## src/rtl/rom_download_writer.sv

```systemverilog
// Converts the data_io ROM byte stream into 16-bit SDRAM word writes over a
// toggle req/ack port, with a small request FIFO and a ROM-loaded flag.
module rom_download_writer #(
  parameter int         DEPTH     = 4,
  parameter logic [7:0] ROM_INDEX = 8'd0
) (
  input  logic        clk_sys,
  input  logic        reset_n,
  input  logic        ioctl_download,
  input  logic [7:0]  ioctl_index,
  input  logic        ioctl_wr,
  input  logic [24:0] ioctl_addr,
  input  logic [7:0]  ioctl_dout,
  output logic        port_req,
  input  logic        port_ack,
  output logic [22:0] port_a,
  output logic [1:0]  port_ds,
  output logic [15:0] port_d,
  output logic        port_we,
  output logic        rom_loaded,
  output logic        busy,
  output logic        overflow
);

  localparam int AW = $clog2(DEPTH);

  typedef struct packed {
    logic [22:0] addr;
    logic [1:0]  ds;
    logic [15:0] data;
  } req_t;

  typedef enum logic [1:0] {IDLE, LOAD, FLUSH, DONE} state_t;

  state_t      state, state_nx;
  logic        wr_prev, active_prev;
  logic        active, active_rise, byte_acc;
  req_t        hold, new_byte, push_entry;
  logic        hold_valid, hold_load, hold_clear, merge;
  logic        push, push_ok, issue, port_idle;
  req_t        fifo_mem [DEPTH];
  logic [AW:0] wr_ptr, rd_ptr;
  logic        fifo_empty, fifo_full, enter_load;
  logic        unused_addr_msb;

  assign unused_addr_msb = ioctl_addr[24];

  assign active      = ioctl_download && (ioctl_index == ROM_INDEX);
  assign active_rise = active && !active_prev;
  assign byte_acc    = ioctl_wr && !wr_prev && active;

  assign new_byte = '{addr: ioctl_addr[23:1],
                      ds:   {ioctl_addr[0], ~ioctl_addr[0]},
                      data: {ioctl_dout, ioctl_dout}};

  // An odd byte completes the word only when the held byte is its even partner.
  assign merge = hold_valid && (hold.ds == 2'b01) && ioctl_addr[0] &&
                 (ioctl_addr[23:1] == hold.addr);

  assign fifo_empty = (wr_ptr == rd_ptr);
  assign fifo_full  = (wr_ptr[AW] != rd_ptr[AW]) &&
                      (wr_ptr[AW-1:0] == rd_ptr[AW-1:0]);
  assign port_idle  = (port_req == port_ack);
  assign issue      = port_idle && !fifo_empty;
  // A pop in the same cycle frees the slot, so a full FIFO can still accept.
  assign push_ok    = push && (!fifo_full || issue);

  // NOTE: every output of a combinational block gets a default first, so no path leaves it unassigned and no latch is inferred.
  always_comb begin
    push       = 1'b0;
    push_entry = hold;
    hold_load  = 1'b0;
    hold_clear = 1'b0;
    if (byte_acc) begin
      if (merge) begin
        push       = 1'b1;
        push_entry = '{addr: hold.addr, ds: 2'b11, data: {ioctl_dout, hold.data[7:0]}};
        hold_clear = 1'b1;
      end else begin
        push      = hold_valid;
        hold_load = 1'b1;
      end
    end else if (state == FLUSH && hold_valid) begin
      push       = 1'b1;
      hold_clear = 1'b1;
    end
  end

  always_comb begin
    state_nx = state;
    case (state)
      IDLE:  if (active_rise) state_nx = LOAD;
      LOAD:  if (!active) state_nx = FLUSH;
      FLUSH: if (!hold_valid && fifo_empty && port_idle) state_nx = DONE;
      DONE:  if (active_rise) state_nx = LOAD;
      default: state_nx = IDLE;
    endcase
  end

  assign enter_load = (state != LOAD) && (state_nx == LOAD);

  // NOTE: sequential state uses non-blocking assignments so every register samples pre-edge values.
  always_ff @(posedge clk_sys or negedge reset_n) begin
    if (!reset_n) begin
      state       <= IDLE;
      wr_prev     <= 1'b0;
      active_prev <= 1'b0;
      hold        <= '0;
      hold_valid  <= 1'b0;
      wr_ptr      <= '0;
      rd_ptr      <= '0;
      port_req    <= 1'b0;
      port_a      <= '0;
      port_ds     <= '0;
      port_d      <= '0;
      rom_loaded  <= 1'b0;
      overflow    <= 1'b0;
    end else begin
      state       <= state_nx;
      wr_prev     <= ioctl_wr;
      active_prev <= active;

      if (hold_load) begin
        hold       <= new_byte;
        hold_valid <= 1'b1;
      end else if (hold_clear) begin
        hold_valid <= 1'b0;
      end

      if (push_ok) wr_ptr <= wr_ptr + 1'b1;

      if (issue) begin
        port_a   <= fifo_mem[rd_ptr[AW-1:0]].addr;
        port_ds  <= fifo_mem[rd_ptr[AW-1:0]].ds;
        port_d   <= fifo_mem[rd_ptr[AW-1:0]].data;
        rd_ptr   <= rd_ptr + 1'b1;
        port_req <= ~port_req;
      end

      if (enter_load) overflow <= 1'b0;
      else if (push && !push_ok) overflow <= 1'b1;

      if (enter_load) rom_loaded <= 1'b0;
      else if (state == FLUSH && state_nx == DONE) rom_loaded <= 1'b1;
    end
  end

  // NOTE: FIFO storage is not reset; the pointers alone define which entries are valid.
  always_ff @(posedge clk_sys) begin
    if (push_ok) fifo_mem[wr_ptr[AW-1:0]] <= push_entry;
  end

  assign port_we = (state == LOAD) || (state == FLUSH);
  assign busy    = hold_valid || !fifo_empty || !port_idle;

endmodule

```

## config.mk

```make
export PLATFORM = sky130hd
export DESIGN_NAME = rom_download_writer
export DESIGN_NICKNAME = d
export VERILOG_FILES = /design/src/rtl/rom_download_writer.sv
export SDC_FILE = /design/constraint.sdc
export NUM_CORES = 1
export LEC_CHECK = 0
export ABC_AREA = 1
export BUFFER_PORTS_ARGS = -buffer_cell sky130_fd_sc_hd__buf_2
export CAP_MARGIN = 40
export CORE_ASPECT_RATIO = 0.6
export CORE_UTILIZATION = 53
export DETAILED_ROUTE_END_ITERATION = 7
export PLACE_DENSITY = 0.75
export SLEW_MARGIN = 20
export SYNTH_ARGS = -nofsm -noshare
export SYNTH_HDL_FRONTEND = slang
export SYNTH_SLANG_ARGS = --single-unit
```

## constraint.sdc

```tcl
create_clock -name clk_sys -period 3.3 [get_ports clk_sys]
set_input_delay 0.66 -clock clk_sys [delete_from_list [all_inputs] [get_ports clk_sys]]
set_output_delay 0.66 -clock clk_sys [all_outputs]
set_load 0.005 [all_outputs]
```

==> results list <==
- Number of buffers added by the clock tree synthesis step: 23
* Row cnt: 39
- Dividing the final minimum period by the clock period gives 80.3%.
* Number of nets in the finished design: around 1,000
* Reg2Reg Capture Point: fifo_mem[0][33]
- Initial antenna violation count: 1
- Worst Tran Pin Value: around 0.74 ns
* Maximum level of the CTS H-tree: 1
- Final setup viols: 0
- Internal power comes to 6580 uW.
- STA puts the critical path data arrival time at 1.99 ns.
- The synthesized design contains 164 enable-type register cells.
* Initial detailed-routing violation count: 570
* TNS Setup: 0 ns
- By instance count, the leading cell after synthesis is edfxtp_1.
- Leakage power figure: 0.00512 uW
* RSZ-0062 raised after global routing: no
- In this run the worst path has a maximum fanout of 5.
* First-pass GRT wire length: 35,500 um
* Synthesized cell area: 10,400 um2
* Cell at the root of the clock tree: clkbuf_16
- The die covers 20,100 um2.
* Clock power frac: 31.3%
- Cell count after synthesis: between 800 and 900
- Proportion of total power due to net switching: 29.7%
- The setup path with the least slack is of type flop to primary output.
* Global route total overflow: 0
* Max-slew headroom: 50.9%
- The worst path in the final design needs a cycle of ~2.6 ns, including I/O delays and setup.
- First-pass iteration count of the detailed router: 5
* Max Cap Viol: 0
- Synthesis produced a netlist with a net count of 933.
- Cell seen most often among critical-path stages: nand2_1
- Share of the synthesized area in the top cell type: 47.5%
* Outcome: finished, final reports clean
- Worst setup slack after layout: 0.651 ns
- After routing the design area is around 12,000 um2.
- Dominant delay contributor by cell family on the critical path: simple AND/OR/NAND/NOR gates
- Largest net degree at the start of global routing: 84
- The post-route netlist has 20.5% of its cells at a drive strength greater than 1.
* Per-cell routed wire length: ~18 um
* Area contributors post-synth: edfxtp_1, dfrtp_1, nand2_1
- The die is about 180 um wide.
* All-layer global routing usage: 23.3%
* Synthesized area per cell: 11.8 um2
* Core region area: ~19,000 um2
- Clock tree skew after final layout: between 0.015 and 0.02 ns
- Total power density per cell area: between 700 and 800 nW/um2
* Hold Path Class: primary input to asynchronous set/reset pin
- TritonCTS built the clock tree.
* Critical path buffers and inverters: 3
- Worst-case clock buffer depth: 3
* Post-Place Setup Slack: 0.501 ns
- Summing all placed instances gives a cell area of approximately 11,000 um2.
- The final count of pins violating max slew was 0.
* CTS sink cnt: 252
- The worst setup path is captured at a primary output.
- Crit path max-delay cell type: dfrtp_1
* Synthesis-to-finish area growth: 16.0%
* Final hold violations: 0
- Highest cell delay on the worst timing path: 0.43 ns
- STA classifies the critical path startpoint as a flop.
* I/O pin count: between 90 and 100
* Post_cts resized: 0
- Total number of vias: 6,806
- The count of nets left with antenna violations once routing finished came out at 0.
* Sequential share of the synthesized area: between 60 and 70%
- Input and output buffers added on the ports amount to 90.
- The worst register-to-register path begins at wr_ptr[1].
- Clk slew on worst S/H paths: 0.07 ns
- Worst path required time: 2.64 ns
- Of the total power, combinational logic draws 27.3%.
* Depth of the worst register-to-register path: 8
* Async S/R FF share, synth: 34.9%
- For this run, the leading register cell type out of synthesis is edfxtp_1.
- Post-detailed-route via-to-cell ratio: 5.42
- The largest total area in the synthesized netlist belongs to edfxtp_1.
* Ordered cell list for the critical path: inv_1, nand2_1, nand2_1, nor2_1, nand2_1, nor3_1, inv_1, buf_2
- Vertical die dimension: 110 um
- Placed wire-length estimate after detailed placement: between 10,000 and 15,000 um
* Net load switching power: roughly 2800 uW
* Routability cong.: 0.833
* Distinct cell type count of the synthesized netlist: 32
- Setup slack on the worst reg-to-reg path comes out at 0.90 ns.
- Number of synthesized register bits: roughly 250
- List of most frequent post-synthesis cells: edfxtp_1, nand2_1, nor2_1
- Vias in the first global route: 6,377
- Peak supply drop: between 0.3 and 0.4 mV
* # Post-CTS Setup Buffers: 0
* Hold_buf cts: 0
* Sequential share of power: 41.3%
- The Yosys step of the flow raised 0 warnings.
- Initial Utilization: 54.3%
* Achievable Freq: 0.378 GHz
- Wires add up to about 23,000 um.
- The design draws 9370 uW.
- Clock latency on the worst-skew pair: 0.51 ns
- Number of remaining DRC errors: 0
-- power groups by stage --
stage | clock network, uW | registers, uW | logic (uW)
6_report | 2940 | 3870 | 2560
5_1_grt | 3080 | 3920 | 2860
3_3_place_gp | 0 | 3920 | 2470
4_1_cts | 2960 | 3870 | 2560
3_5_place_dp | 0 | 3940 | 2540
2_1_floorplan | 0 | 3920 | 1720
-- flip-flops by register name, summed over array words and instances (netlist names) --
name and count:
wr_ptr 3, rd_ptr 3, state 2, active_prev 1
hold_valid 1, rom_loaded 1, wr_prev 1, hold 33
port_req 1, port_a 23, port_ds 2, fifo_mem 164
port_d 16, overflow 1
-- cells by family after synthesis --
family	after synthesis	synth area share (%)
adders and majority gates	7	0.845
AOI/OAI and AO/OA	132	6.87
DFF	252	68.7
and+or+nand+nor	340	13.8
xor gates and xnor gates	19	1.61
buffers and inverters	89	3.67
muxes	41	4.45
-- area by class of cell --
type	count	area, um2
Antenna cell	1	2.50
Clock buffer	28	614
Clock inverter	13	223
Fill cell	1458	7060
Inverter	48	180
Multi-Input combinational cell	539	2890
Sequential cell	252	7130
Tap cell	266	333
Timing Repair Buffer	108	651
-- metrics by stage --
step,std cells,utilization (%),hold WS (ns)
4_1_cts,1253,62.9,0.190
5_1_grt,1255,63.0,0.217
6_report,1255,63.0,0.156
3_5_place_dp,1212,58.5,0.477
3_3_place_gp,1212,58.5,0.468
2_1_floorplan,880,-,0.364
-- metal layers --
| metal | share of wire [%] | up-vias | GRT usage, % |
|---|---|---|---|
| met1 | 47 | 3310 | 35.6 |
| li1 | - | 3234 | - |
| met4 | 1.1 | 0 | 4.26 |
| met5 | 0 | - | 0 |
| met2 | 45 | 242 | 35.9 |
| met3 | 6.8 | 20 | 3.48 |
-- worst max path at each step --
stage	start	endpoint	slack, ns	cells after the start
after floorplan	ioctl_index[2]	fifo_mem[0][0]	-0.31	7
after global placement	ioctl_index[2]	fifo_mem[0][32]	0.56	9
after detailed placement	ioctl_index[5]	fifo_mem[0][35]	0.50	9
after CTS	rd_ptr[1]	busy	0.62	8
after global routing	rd_ptr[1]	busy	0.45	8
final	wr_ptr[1]	busy	0.65	8
-- placed cells by master (no fill, tap or decap), drive strengths merged, types with 41 or more instances in the layout --
master and instances:
nand2 148, nor2 127, edfxtp 164, o21ai 86
mux2 41, buf 108, inv 47, dfrtp 88
nand3 45, o22ai 41
Power figures use the tool's default switching activity.
